===== config.mk =====
export PLATFORM = sky130hd
export DESIGN_NAME = led_blink_scheduler
export DESIGN_NICKNAME = d
export VERILOG_FILES = /design/src/rtl/led_sched_pkg.sv /design/src/rtl/led_blink_scheduler_rr_pick.sv /design/src/rtl/led_blink_scheduler.sv
export SDC_FILE = /design/constraint.sdc
export NUM_CORES = 1
export LEC_CHECK = 0
export ABC_AREA = 1
export ABC_CLOCK_PERIOD_IN_PS = 1950
export BUFFER_PORTS_ARGS = -buffer_cell sky130_fd_sc_hd__buf_2
export CELL_PAD_IN_SITES_DETAIL_PLACEMENT = 0
export CELL_PAD_IN_SITES_GLOBAL_PLACEMENT = 1
export CORE_MARGIN = 10
export CORE_UTILIZATION = 40
export DETAILED_ROUTE_END_ITERATION = 10
export PLACE_DENSITY_LB_ADDON = 0.1
export SLEW_MARGIN = 20
export SYNTH_ARGS = -nofsm -noshare
export SYNTH_HDL_FRONTEND = slang
export SYNTH_HIERARCHICAL = 1
export SYNTH_SLANG_ARGS = --single-unit

===== constraint.sdc =====
create_clock -name clk -period 1.95 [get_ports clk]
set_clock_uncertainty 0.1 [all_clocks]
set_input_delay 0.585 -clock clk [delete_from_list [all_inputs] [get_ports clk]]
set_output_delay 0.585 -clock clk [all_outputs]
set_load 0.005 [all_outputs]

===== src/rtl/led_sched_pkg.sv =====
`default_nettype none
// ============================================================================
// Module      : led_sched_pkg
// Description : Shared types and helpers for the LED blink scheduler.
//               - led_state_e : scheduler FSM state encoding
//               - idx_width() : $clog2 with a floor of 1 bit
// Revision    : 1.0 - initial release
// ============================================================================
package led_sched_pkg;

  typedef enum logic [2:0] {
    IDLE  = 3'd0,
    GRANT = 3'd1,
    ON    = 3'd2,
    OFF   = 3'd3,
    GAP   = 3'd4
  } led_state_e;

  // Width needed to hold values 0..n-1, never narrower than one bit.
  function automatic int idx_width(input int n);
    return (n <= 2) ? 1 : $clog2(n);
  endfunction

endpackage
`default_nettype wire


===== src/rtl/led_blink_scheduler_rr_pick.sv =====
`default_nettype none
// ============================================================================
// Module      : rr_pick
// Description : Combinational rotate-priority picker. Returns the first set
//               request at or after ptr, wrapping modulo NUM_SRC.
// Ports       : req       in  NUM_SRC  request vector
//               ptr       in  IDX_W    search start index (< NUM_SRC)
//               gnt_idx   out IDX_W    winning index (0 when none)
//               gnt_valid out 1        at least one request is set
// Revision    : 1.0 - initial release
// ============================================================================
module rr_pick
  import led_sched_pkg::*;
#(
  parameter  int NUM_SRC = 4,
  localparam int IDX_W   = idx_width(NUM_SRC)
) (
  input  logic [NUM_SRC-1:0] req,
  input  logic [IDX_W-1:0]   ptr,
  output logic [IDX_W-1:0]   gnt_idx,
  output logic               gnt_valid
);

  int w_idx;

  // Walk offsets from farthest to nearest so the candidate closest to ptr
  // is the last one written and therefore wins.
  always_comb begin
    gnt_idx   = '0;
    gnt_valid = 1'b0;
    w_idx     = 0;
    for (int k = NUM_SRC - 1; k >= 0; k--) begin
      w_idx = int'(ptr) + k;
      if (w_idx >= NUM_SRC) begin
        w_idx = w_idx - NUM_SRC;
      end
      if (req[w_idx]) begin
        gnt_idx   = IDX_W'(w_idx);
        gnt_valid = 1'b1;
      end
    end
  end

endmodule
`default_nettype wire


===== src/rtl/led_blink_scheduler.sv =====
`default_nettype none
// ============================================================================
// Module      : led_blink_scheduler
// Description : Shares one status LED among NUM_SRC asynchronous event
//               sources. Events are synchronized, edge-detected and latched
//               as pending; a round-robin scheduler shows each served source
//               as (index+1) blinks followed by an inter-code gap.
// Ports       : clk          in  1        system clock
//               reset        in  1        synchronous active-high reset
//               event_i      in  NUM_SRC  async event strobes (rising edge)
//               enable_i     in  1        scheduler enable, low = LED off
//               led_o        out 1        LED drive, active-high
//               busy_o       out 1        code or gap in progress
//               active_src_o out IDX_W    source being shown
//               pending_o    out NUM_SRC  latched, unserved events
// Revision    : 1.0 - initial release
// ============================================================================
module led_blink_scheduler
  import led_sched_pkg::*;
#(
  parameter  int NUM_SRC     = 4,
  parameter  int TICK_CYCLES = 1_250_000,
  parameter  int ON_TICKS    = 2,
  parameter  int OFF_TICKS   = 2,
  parameter  int GAP_TICKS   = 8,
  localparam int IDX_W       = idx_width(NUM_SRC)
) (
  input  logic               clk,
  input  logic               reset,
  input  logic [NUM_SRC-1:0] event_i,
  input  logic               enable_i,
  output logic               led_o,
  output logic               busy_o,
  output logic [IDX_W-1:0]   active_src_o,
  output logic [NUM_SRC-1:0] pending_o
);

  localparam int c_TICK_W    = idx_width(TICK_CYCLES);
  localparam int c_MAX_TICKS = (ON_TICKS > OFF_TICKS)
                             ? ((ON_TICKS  > GAP_TICKS) ? ON_TICKS  : GAP_TICKS)
                             : ((OFF_TICKS > GAP_TICKS) ? OFF_TICKS : GAP_TICKS);
  localparam int c_TNUM_W    = idx_width(c_MAX_TICKS);
  localparam int c_BLINK_W   = idx_width(NUM_SRC + 1);

  localparam logic [c_TICK_W-1:0]  c_TICK_LAST = c_TICK_W'(TICK_CYCLES - 1);
  localparam logic [c_TNUM_W-1:0]  c_ON_LAST   = c_TNUM_W'(ON_TICKS - 1);
  localparam logic [c_TNUM_W-1:0]  c_OFF_LAST  = c_TNUM_W'(OFF_TICKS - 1);
  localparam logic [c_TNUM_W-1:0]  c_GAP_LAST  = c_TNUM_W'(GAP_TICKS - 1);
  localparam logic [IDX_W-1:0]     c_LAST_IDX  = IDX_W'(NUM_SRC - 1);
  localparam logic [c_BLINK_W-1:0] c_BLINK_ONE = c_BLINK_W'(1);

  led_state_e             r_state;
  led_state_e             w_state_next;

  logic [NUM_SRC-1:0]     w_edge;
  logic [NUM_SRC-1:0]     w_clr;
  logic [NUM_SRC-1:0]     r_pending;
  logic [IDX_W-1:0]       r_ptr;
  logic [IDX_W-1:0]       r_active_src;
  logic [c_BLINK_W-1:0]   r_blink_cnt;
  logic [c_TICK_W-1:0]    r_tick_cnt;
  logic [c_TNUM_W-1:0]    r_tick_num;
  logic [c_TNUM_W-1:0]    w_ticks_last;
  logic                   w_tick_done;
  logic                   w_state_last_tick;
  logic [IDX_W-1:0]       w_gnt_idx;
  logic                   w_gnt_valid;
  logic                   w_grant_fire;
  logic                   w_any_pending;

  // --------------------------------------------------------------------------
  // Input path: 2-flop synchronizer, then a delayed copy for rising-edge detect
  // --------------------------------------------------------------------------
  for (genvar gi = 0; gi < NUM_SRC; gi++) begin : g_sync
    logic r_sync1;
    logic r_sync2;
    logic r_prev;

    always_ff @(posedge clk) begin
      if (reset) begin
        r_sync1 <= 1'b0;
        r_sync2 <= 1'b0;
        r_prev  <= 1'b0;
      end else begin
        r_sync1 <= event_i[gi];
        r_sync2 <= r_sync1;
        r_prev  <= r_sync2;
      end
    end

    assign w_edge[gi] = r_sync2 & ~r_prev;
  end

  // --------------------------------------------------------------------------
  // Round-robin pick over the pending set
  // --------------------------------------------------------------------------
  rr_pick #(
    .NUM_SRC (NUM_SRC)
  ) u_rr_pick (
    .req       (r_pending),
    .ptr       (r_ptr),
    .gnt_idx   (w_gnt_idx),
    .gnt_valid (w_gnt_valid)
  );

  assign w_any_pending = |r_pending;
  // A grant is only taken while enabled, so a disable during GRANT does not
  // silently drop the chosen event.
  assign w_grant_fire  = (r_state == GRANT) && enable_i && w_gnt_valid;

  always_comb begin
    w_clr = '0;
    if (w_grant_fire) begin
      w_clr[w_gnt_idx] = 1'b1;
    end
  end

  // Set has priority over clear so an edge arriving on the grant cycle stays
  // queued; repeated edges simply re-set an already set bit.
  always_ff @(posedge clk) begin
    if (reset) begin
      r_pending <= '0;
    end else begin
      r_pending <= (r_pending & ~w_clr) | w_edge;
    end
  end

  always_ff @(posedge clk) begin
    if (reset) begin
      r_ptr        <= '0;
      r_active_src <= '0;
      r_blink_cnt  <= '0;
    end else if (w_grant_fire) begin
      r_active_src <= w_gnt_idx;
      r_ptr        <= (w_gnt_idx == c_LAST_IDX) ? '0 : w_gnt_idx + IDX_W'(1);
      r_blink_cnt  <= c_BLINK_W'(w_gnt_idx) + c_BLINK_ONE;
    end else if ((r_state == ON) && w_state_last_tick) begin
      r_blink_cnt  <= r_blink_cnt - c_BLINK_ONE;
    end
  end

  // --------------------------------------------------------------------------
  // Tick timing: r_tick_cnt divides clk into ticks, r_tick_num counts ticks
  // spent in the current state. Both restart whenever the state changes.
  // --------------------------------------------------------------------------
  assign w_tick_done = (r_tick_cnt == c_TICK_LAST);

  always_comb begin
    w_ticks_last = '0;
    case (r_state)
      ON:      w_ticks_last = c_ON_LAST;
      OFF:     w_ticks_last = c_OFF_LAST;
      GAP:     w_ticks_last = c_GAP_LAST;
      default: w_ticks_last = '0;
    endcase
  end

  assign w_state_last_tick = w_tick_done && (r_tick_num == w_ticks_last);

  always_ff @(posedge clk) begin
    if (reset || (w_state_next != r_state)) begin
      r_tick_cnt <= '0;
      r_tick_num <= '0;
    end else if (w_tick_done) begin
      r_tick_cnt <= '0;
      r_tick_num <= r_tick_num + c_TNUM_W'(1);
    end else begin
      r_tick_cnt <= r_tick_cnt + c_TICK_W'(1);
    end
  end

  // --------------------------------------------------------------------------
  // FSM: state register
  // --------------------------------------------------------------------------
  always_ff @(posedge clk) begin
    if (reset) begin
      r_state <= IDLE;
    end else begin
      r_state <= w_state_next;
    end
  end

  // --------------------------------------------------------------------------
  // FSM: next-state logic
  // --------------------------------------------------------------------------
  always_comb begin
    w_state_next = r_state;
    if (!enable_i) begin
      w_state_next = IDLE;
    end else begin
      case (r_state)
        IDLE:    if (w_any_pending) w_state_next = GRANT;
        GRANT:   w_state_next = w_gnt_valid ? ON : IDLE;
        ON:      if (w_state_last_tick)
                   w_state_next = (r_blink_cnt == c_BLINK_ONE) ? GAP : OFF;
        OFF:     if (w_state_last_tick) w_state_next = ON;
        GAP:     if (w_state_last_tick)
                   w_state_next = w_any_pending ? GRANT : IDLE;
        default: w_state_next = IDLE;
      endcase
    end
  end

  // --------------------------------------------------------------------------
  // FSM: outputs, decoded from the state register only
  // --------------------------------------------------------------------------
  always_comb begin
    led_o  = (r_state == ON);
    busy_o = (r_state != IDLE);
  end

  assign active_src_o = r_active_src;
  assign pending_o    = r_pending;

endmodule
`default_nettype wire


==> results of run 1 <==
## metal layers
metal,vias up,wire [µm],part of all wire (%)
li1,1316,-,-
met1,1055,3150,52
met2,25,2690,44
met3,5,169,2.8
met4,0,72,1.2
met5,-,0,0
## registers in the layout, summed over array words and instances (netlist names)
name	flops
r_tick_cnt	21
g_sync.r_prev	4
g_sync.r_sync1	4
g_sync.r_sync2	4
pending_o	4
r_blink_cnt	3
r_state	3
r_tick_num	3
active_src_o	2
r_ptr	2
## per-stage QoR
stage / cells / total power, W
after CTS: 533 / 0.00201
after global placement: 520 / 0.00131
after global routing: 539 / 0.00213
after floorplan: 374 / 0.00122
final: 539 / 0.00203
after detailed placement: 520 / 0.00132
## cell usage in the layout, fill, tap and decap left out, types with 18 or more instances in the layout
cell type,count
sky130_fd_sc_hd__buf_4,66
sky130_fd_sc_hd__dfxtp_1,41
sky130_fd_sc_hd__inv_1,54
sky130_fd_sc_hd__nand2_1,66
sky130_fd_sc_hd__nand2_2,19
sky130_fd_sc_hd__nand3_1,22
sky130_fd_sc_hd__nor2_1,46
sky130_fd_sc_hd__nor2_2,20
sky130_fd_sc_hd__xor2_1,18
## report_power, final
part	leakage, nW	internal, W	switching [W]
combinational	1.13	0.000140	0.000163
sequential	0.410	0.00105	0.0000180
clock	0.0506	0.000269	0.000390
total	1.59	0.00146	0.000571
## worst reg2reg max path: stages (launching register included)
cell and delay, ps:
sky130_fd_sc_hd__dfxtp_2 370, sky130_fd_sc_hd__ha_4 150, sky130_fd_sc_hd__nand3_4 90, sky130_fd_sc_hd__nor2_4 150
sky130_fd_sc_hd__buf_4 130, sky130_fd_sc_hd__buf_4 90, sky130_fd_sc_hd__nand4_1 80, sky130_fd_sc_hd__nand2_1 70
sky130_fd_sc_hd__nand2_1 50, sky130_fd_sc_hd__nand3_1 100, sky130_fd_sc_hd__nand2_1 70, sky130_fd_sc_hd__nand2_1 70
sky130_fd_sc_hd__nand2_2 70, sky130_fd_sc_hd__nand3_4 130, sky130_fd_sc_hd__clkbuf_16 200, sky130_fd_sc_hd__nor2_2 40
## cells by family (layout without fill, tap and decap cells)
| logic type | count (synthesis) | in the layout | share of synthesized area, % |
|---|---|---|---|
| buffers and inverters | 68 | 156 | 10.6 |
| and+or+nand+nor | 206 | 206 | 36.2 |
| xor gates and xnor gates | 22 | 22 | 7.31 |
| AOI/OAI and AO/OA | 20 | 20 | 4.13 |
| adders and majority gates | 8 | 8 | 3.80 |
| DFF | 50 | 50 | 38.0 |
## worst min path at each step
stage,start,end,slack [ps],depth (start not counted)
floorplan,g_sync[0].r_sync1,g_sync[0].r_sync2,290,2
global placement,g_sync[2].r_sync1,g_sync[2].r_sync2,290,2
detailed placement,g_sync[2].r_sync1,g_sync[2].r_sync2,290,2
CTS,g_sync[2].r_sync1,g_sync[2].r_sync2,310,2
global route,g_sync[2].r_sync1,g_sync[2].r_sync2,330,2
finish,g_sync[2].r_sync1,g_sync[2].r_sync2,310,2
## cell type report
cell class	count	area [µm²]
multi-input cells	256	1540
clock inverters	3	28.8
clock buffers	5	68.8
well taps	77	96.3
repair buffers	85	658
inverters	63	241
fillers	633	2740
flip-flops and latches	50	1010
## repair_timing
item	4_1_cts	5_1_grt
cloned	0	2
pin swaps	8	8
resized for setup	21	41
endpoints found under the setup margin	28	36
buffers inserted	5	4
==> metrics.json, run 1 <==
{
  "setup.worst_path.class": {"value": "register to register"},
  "finalWorstPathRequiredPeriod": {"value": 2060, "unit": "ps"},
  "worst-path-max-fanout": {"value": 10},
  "first_pass_iters": {"value": 4},
  "die_area": {"value": 10200, "unit": "µm²"},
  "ioPinCount": {"value": 15},
  "netlist.area_leader.share": {"value": 38.0, "unit": "%"},
  "synth_seq_area_share": {"value": 38.0, "unit": "%"},
  "layout_worst_path_cycle_share": {"value": 105, "unit": "%"},
  "routed_wire_length_per_instance": {"value": 11.3, "unit": "µm"},
  "met2_usage": {"value": 17.5, "unit": "%"},
  "endpoint": {"value": "r_tick_cnt[12]"},
  "layout-area-overhead-vs-synth": {"value": 38.3, "unit": "%"},
  "worst-r2r-setup-slack": {"value": -110, "unit": "ps"},
  "critPathLaunch": {"value": "r_tick_cnt[0]"},
  "floorplan.die.height": {"value": 101, "unit": "µm"},
  "finish.net_count": {"value": 476},
  "cts.sink_count": {"value": 50},
  "synthMostInstantiatedCell": {"value": "sky130_fd_sc_hd__nand2_1"},
  "clock_tree.root_cell": {"value": "sky130_fd_sc_hd__clkbuf_8"},
  "timing.slew.headroom": {"value": 82.7, "unit": "%"},
  "drt_wl_total": {"value": 6.09, "unit": "mm"},
  "class_of_the_tightest_hold_or_removal_check": {"value": "register to register"},
  "netlist_instances": {"value": 374},
  "max_cap_viol_count": {"value": 0},
  "drive_gt1_share": {"value": 38.3, "unit": "%"},
  "clock_latency": {"value": 310, "unit": "ps"},
  "crit_top_cell": {"value": "sky130_fd_sc_hd__nand2_1"},
  "crit_family": {"value": "simple AND/OR/NAND/NOR gates"},
  "fin_hold_ws": {"value": 307, "unit": "ps"},
  "placed_cell_area": {"value": 3220, "unit": "µm²"},
  "core.rowCount": {"value": 29},
  "leading_cell_types_by_total_area_after_synthesis": {"value": "sky130_fd_sc_hd__dfxtp_1, sky130_fd_sc_hd__nand2_1, sky130_fd_sc_hd__inv_1, sky130_fd_sc_hd__nor2_1, sky130_fd_sc_hd__xor2_1"},
  "fin_area": {"value": 3640, "unit": "µm²"},
  "fin_setup_tns": {"value": -1900, "unit": "ps"},
  "setup.worst_path.end_class": {"value": "register"},
  "critical_path.slowest_cell": {"value": "sky130_fd_sc_hd__dfxtp_2"},
  "timing.critical_path.arrival": {"value": 2160, "unit": "ps"},
  "dominantRegCellSynth": {"value": "sky130_fd_sc_hd__dfxtp_1"},
  "dpl.hpwl": {"value": 4.34, "unit": "mm"},
  "hold_buffers": {"value": 0},
  "p_per_area": {"value": 557, "unit": "nW/µm²"},
  "starting_utilization_of_the_core_area": {"value": 41.3, "unit": "%"},
  "total_routing_resource_utilization_after_global_routing": {"value": 11.7, "unit": "%"},
  "max_stage_delay": {"value": 370, "unit": "ps"},
  "grtUsageMet1": {"value": 16.2, "unit": "%"},
  "grt_setup_unrepaired": {"value": "true"},
  "crit_path_start_kind": {"value": "register"},
  "die_w": {"value": 101, "unit": "µm"},
  "syn_avg_cell_area": {"value": 7.05, "unit": "µm²"},
  "antenna_found_initial": {"value": 0},
  "netlist.top_cell.by_area": {"value": "sky130_fd_sc_hd__dfxtp_1"},
  "synth_enable_flop_cells": {"value": 0},
  "critical_path.n_buffers_inverters": {"value": 3},
  "yosys_register_bits": {"value": 50},
  "final_cell_utilization_of_the_core": {"value": 57.1, "unit": "%"},
  "drt.antenna.violating_nets": {"value": 0},
  "groute.layer.met3.usage": {"value": 2.59, "unit": "%"},
  "antenna-diode-count": {"value": 0},
  "clk_pin_slew": {"value": 100, "unit": "ps"},
  "tritoncts_clock_tree": {"value": "built"},
  "critical_path.cell_chain": {"value": "ha_4, nand3_4, nor2_4, buf_4, buf_4, nand4_1, nand2_1, nand2_1, nand3_1, nand2_1, nand2_1, nand2_2, nand3_4, clkbuf_16, nor2_2"},
  "upper_clock_frequency_limit": {"value": 486, "unit": "MHz"},
  "drt_iter0_drc": {"value": 79},
  "cts-htree-levels": {"value": 2},
  "final-setup-viol-count": {"value": 21},
  "synth.yosys.warnings": {"value": 6},
  "grt_overflow_total": {"value": 0},
  "vdd_ir_drop_max": {"value": 0.387, "unit": "mV"},
  "buffer_ports.inserted": {"value": 14},
  "worst_r2r_endpoint": {"value": "r_tick_cnt[12]"},
  "globalplace.congestion": {"value": 0.822},
  "crit_cells": {"value": 15},
  "syn-num-nets": {"value": 389},
  "first_pass_grt_wire_length": {"value": 9.94, "unit": "mm"},
  "dr_total_vias": {"value": 2401},
  "post_synth_most_frequent_cells": {"value": "sky130_fd_sc_hd__nand2_1, sky130_fd_sc_hd__inv_1, sky130_fd_sc_hd__nor2_1, sky130_fd_sc_hd__dfxtp_1, sky130_fd_sc_hd__nor2_2"},
  "final_number_of_max_transition_violations": {"value": 0},
  "via_count_of_the_first_global_routing_pass": {"value": 2195},
  "core_area": {"value": 6390, "unit": "µm²"},
  "post-place-ws": {"value": -127, "unit": "ps"},
  "final_hold_viol_count": {"value": 0},
  "route.detailed.drc": {"value": 0},
  "static_leakage": {"value": 1.59, "unit": "nW"},
  "finalWorstSetupSlack": {"value": -107, "unit": "ps"},
  "tightestPinTransition": {"value": 257, "unit": "ps"},
  "outcome": {"value": "complete, but fails checks"},
  "grt_max_degree": {"value": 24},
  "ys_types": {"value": 28},
  "failed_checks": {"value": "setup timing"},
  "viasPerCell": {"value": 4.45},
  "worstRegToRegCells": {"value": 15},
  "ys_async_sr_fraction": {"value": 0, "unit": "%"},
  "cts_buffer_depth": {"value": 2},
  "cts-buffers-inserted": {"value": 5},
  "synthesis.area": {"value": 2640, "unit": "µm²"},
  "crit_required": {"value": 2060, "unit": "ps"},
  "regToRegStartpoint": {"value": "r_tick_cnt[0]"},
  "global_route.peak_usage_layer": {"value": "met2"}
}
(Power assumes the default switching activity.)
==> run 2, diff against run 1 <==
Settings changed: CORE_ASPECT_RATIO set to 1.5, SETUP_SLACK_MARGIN set to 0.1.
==> metrics.json, run 2 (synthesized netlist as in run 1, its figures left out) <==
{
  "layout-area-overhead-vs-synth": {"value": 50.7, "unit": "%"},
  "critical_path.slowest_cell": {"value": "sky130_fd_sc_hd__dfxtp_2"},
  "crit_top_cell": {"value": "sky130_fd_sc_hd__nand2_1"},
  "p_per_area": {"value": 521, "unit": "nW/µm²", "change": "-6.5%"},
  "timing.critical_path.arrival": {"value": 2180, "unit": "ps", "change": "+20 ps"},
  "finish.net_count": {"value": 485, "change": "+1.9%"},
  "routed_wire_length_per_instance": {"value": 12.3, "unit": "µm", "change": "+8.5%"},
  "critical_path.cell_chain": {"value": "ha_4, nand3_4, nor2_4, buf_6, nand3_2, nor2_2, nand4_1, nand2_1, nand2_1, nand2_1, nand2_1, nand2_2, nor2_4, nand3_4, clkbuf_16, nor2_2"},
  "p_seq_share": {"value": 51.6, "unit": "%", "change": "-1.0 points"},
  "final-setup-viol-count": {"value": 26, "change": "+24%"},
  "die_area": {"value": 10300, "unit": "µm²", "change": "+0.65%"},
  "largest_register_ffs": {"value": 21, "change": "unchanged"},
  "dpl.hpwl": {"value": 4.65, "unit": "mm", "change": "+7.2%"},
  "cts-htree-levels": {"value": 2, "change": "unchanged"},
  "max_stage_delay": {"value": 360, "unit": "ps", "change": "about the same"},
  "clock_latency": {"value": 320, "unit": "ps", "change": "about the same"},
  "tightestPinTransition": {"value": 275, "unit": "ps", "change": "+18.0 ps"},
  "antenna-diode-count": {"value": 0, "change": "unchanged"},
  "grt_max_degree": {"value": 24, "change": "unchanged"},
  "route.detailed.drc": {"value": 0, "change": "unchanged"},
  "clk_pin_slew": {"value": 110, "unit": "ps", "change": "about the same"},
  "clock_power_share": {"value": 31.8, "unit": "%", "change": "-0.7 points"},
  "worst-path-max-fanout": {"value": 5, "change": "-5"},
  "final_hold_viol_count": {"value": 0, "change": "unchanged"},
  "core.rowCount": {"value": 36, "change": "+24%"},
  "dr_total_vias": {"value": 2550, "change": "+6.2%"},
  "viasPerCell": {"value": 4.66, "change": "+4.7%"},
  "tritoncts_clock_tree": {"value": "built"},
  "switching_share": {"value": 28.8, "unit": "%", "change": "+0.64 points"},
  "layout_common_cells": {"value": "sky130_fd_sc_hd__buf_4, sky130_fd_sc_hd__nand2_1, sky130_fd_sc_hd__inv_1, sky130_fd_sc_hd__nor2_1, sky130_fd_sc_hd__dfxtp_1"},
  "drive_gt1_share": {"value": 49.0, "unit": "%", "change": "+11 points"},
  "timing.slew.headroom": {"value": 81.7, "unit": "%", "change": "-1.1 points"},
  "cts.sink_count": {"value": 50, "change": "unchanged"},
  "finalWorstPathRequiredPeriod": {"value": 2070, "unit": "ps", "change": "+9.47 ps"},
  "globalplace.congestion": {"value": 0.821, "change": "about the same"},
  "largest-register": {"value": "r_tick_cnt"},
  "max_cap_viol_count": {"value": 0, "change": "unchanged"},
  "drt.antenna.violating_nets": {"value": 0, "change": "unchanged"},
  "buffer_ports.inserted": {"value": 14, "change": "unchanged"},
  "outcome": {"value": "complete, but fails checks"},
  "clock_tree.root_cell": {"value": "sky130_fd_sc_hd__clkbuf_8"},
  "first_pass_iters": {"value": 4, "change": "unchanged"},
  "net-switching-power": {"value": 0.000596, "unit": "W", "change": "+4.3%"},
  "post-place-ws": {"value": -148, "unit": "ps", "change": "-20.9 ps"},
  "static_leakage": {"value": 1.70, "unit": "nW", "change": "+7.1%"},
  "crit_path_start_kind": {"value": "register"},
  "placedCellCount": {"value": 512, "change": "-1.5%"},
  "grt_overflow_total": {"value": 0, "change": "unchanged"},
  "drt_wl_total": {"value": 6.70, "unit": "mm", "change": "+10%"},
  "starting_utilization_of_the_core_area": {"value": 40.9, "unit": "%", "change": "-0.35 points"},
  "setup.worst_path.end_class": {"value": "register"},
  "total_routing_resource_utilization_after_global_routing": {"value": 13.0, "unit": "%", "change": "+1.4 points"},
  "antenna_found_initial": {"value": 0, "change": "unchanged"},
  "finalWorstSetupSlack": {"value": -116, "unit": "ps", "change": "-9.47 ps"},
  "setup.worst_path.class": {"value": "register to register"},
  "grt_setup_unrepaired": {"value": "true"},
  "floorplan.die.height": {"value": 119, "unit": "µm", "change": "+18%"},
  "pwr-share-comb": {"value": 16.6, "unit": "%", "change": "+1.6 points"},
  "hold_buffers": {"value": 0, "change": "unchanged"},
  "crit_required": {"value": 2060, "unit": "ps", "change": "about the same"},
  "upper_clock_frequency_limit": {"value": 484, "unit": "MHz", "change": "-0.46%"},
  "p_int": {"value": 0.00147, "unit": "W", "change": "+1.0%"},
  "layout_worst_path_cycle_share": {"value": 106, "unit": "%", "change": "+0.49 points"},
  "ioPinCount": {"value": 15, "change": "unchanged"},
  "number_of_fillers_in_the_final_layout": {"value": 594, "change": "-6.2%"},
  "via_count_of_the_first_global_routing_pass": {"value": 2511, "change": "+14%"},
  "core_area": {"value": 6440, "unit": "µm²", "change": "+0.86%"},
  "final_number_of_max_transition_violations": {"value": 0, "change": "unchanged"},
  "mostFrequentLayoutCell": {"value": "sky130_fd_sc_hd__buf_4"},
  "class_of_the_tightest_hold_or_removal_check": {"value": "register to register"},
  "failed_checks": {"value": "setup timing"},
  "first_pass_grt_wire_length": {"value": 11.0, "unit": "mm", "change": "+10%"},
  "vdd_ir_drop_max": {"value": 0.560, "unit": "mV", "change": "+45%"},
  "worst-r2r-setup-slack": {"value": -120, "unit": "ps", "change": "about the same"},
  "cts-buffers-inserted": {"value": 5, "change": "unchanged"},
  "die_w": {"value": 86.3, "unit": "µm", "change": "-15%"},
  "final_cells": {"value": 547, "change": "+1.5%"},
  "cts_buffer_depth": {"value": 2, "change": "unchanged"},
  "drt_iter0_drc": {"value": 85, "change": "+7.6%"}
}
[run 2: changes by cell type in the layout (fill, tap and decap cells not counted), moves of 4 or more]
cell / delta
sky130_fd_sc_hd__nand2_1: -13
sky130_fd_sc_hd__nand3_2: +9
sky130_fd_sc_hd__nand3_1: -9
sky130_fd_sc_hd__nor2_2: +10
sky130_fd_sc_hd__inv_1: -4
sky130_fd_sc_hd__nand2_4: +4
sky130_fd_sc_hd__nor2_1: -6
sky130_fd_sc_hd__nor2_4: -4
sky130_fd_sc_hd__nand2_2: +8
sky130_fd_sc_hd__buf_6: +8
sky130_fd_sc_hd__dfxtp_1: -4
[run 2: final cells by class]
cell class                 count  area, µm²  area share, %
clock buffer                   5       68.8           1.73
clock inverter                 3       26.3          0.661
inverter                      63        253           6.36
multi-input combinational    256       1720           43.2
sequential                    50       1020           25.7
tap                           76       95.1           2.39
timing repair buffer          94        793           20.0
[run 2: routing by layer]
metal / track usage [%] / part of all wire (%) / vias up / routed length, µm
met4: 4.47 / 1.0 / 0 / 69
met2: 25.4 / 57 / 25 / 3850
met5: 0 / 0 / - / 0
li1: - / - / 1327 / -
met1: 12.9 / 39 / 1194 / 2640
met3: 2.59 / 2.1 / 4 / 143
[run 2: what timing repair did]
| action | CTS | global route |
|---|---|---|
| pin swaps | 17 | 24 |
| gates resized for setup | 56 | 67 |
| setup buffers | 14 | 13 |
| gates cloned | 2 | 1 |
| setup endpoints to repair | 31 | 37 |
[run 2: worst paths after layout]
kind                                         from  depth (start not counted)                 to
worst max register to register      r_tick_cnt[0]                         16     r_tick_cnt[16]
worst max-delay path                r_tick_cnt[0]                         16     r_tick_cnt[16]
worst min-delay path            g_sync[0].r_sync1                          2  g_sync[0].r_sync2
worst min register to register  g_sync[0].r_sync1                          2  g_sync[0].r_sync2
[run 2: through the flow]
stage               hold slack (ps)  total power, W  util, %  area [µm²]  setup TNS [ps]
floorplan                       288         0.00123        -        2670               0
global placement                291         0.00131     49.9        3210           -3460
detailed placement              296         0.00132     49.9        3210           -2800
finish                          310         0.00207     61.7        3970           -2310
global route                    330         0.00218     61.7        3970           -5760
CTS                             312         0.00205     56.4        3630           -1950
[run 2: critical path: cells and delay by family, from the launching register on]
kind	cells	cell delay [ps]
buffers and inverters	2	280
flip-flops	1	360
adder cells (fa/ha/maj)	1	140
AND/OR/NAND/NOR	13	1070
[run 2: power by group through the flow]
stage          Combinational, W  Sequential, W  Clock, W
2_1_floorplan          0.000144        0.00109         0
3_3_place_gp           0.000222        0.00109         0
3_5_place_dp           0.000226        0.00109         0
4_1_cts                0.000294        0.00107  0.000692
5_1_grt                0.000379        0.00107  0.000732
6_report               0.000343        0.00107  0.000658
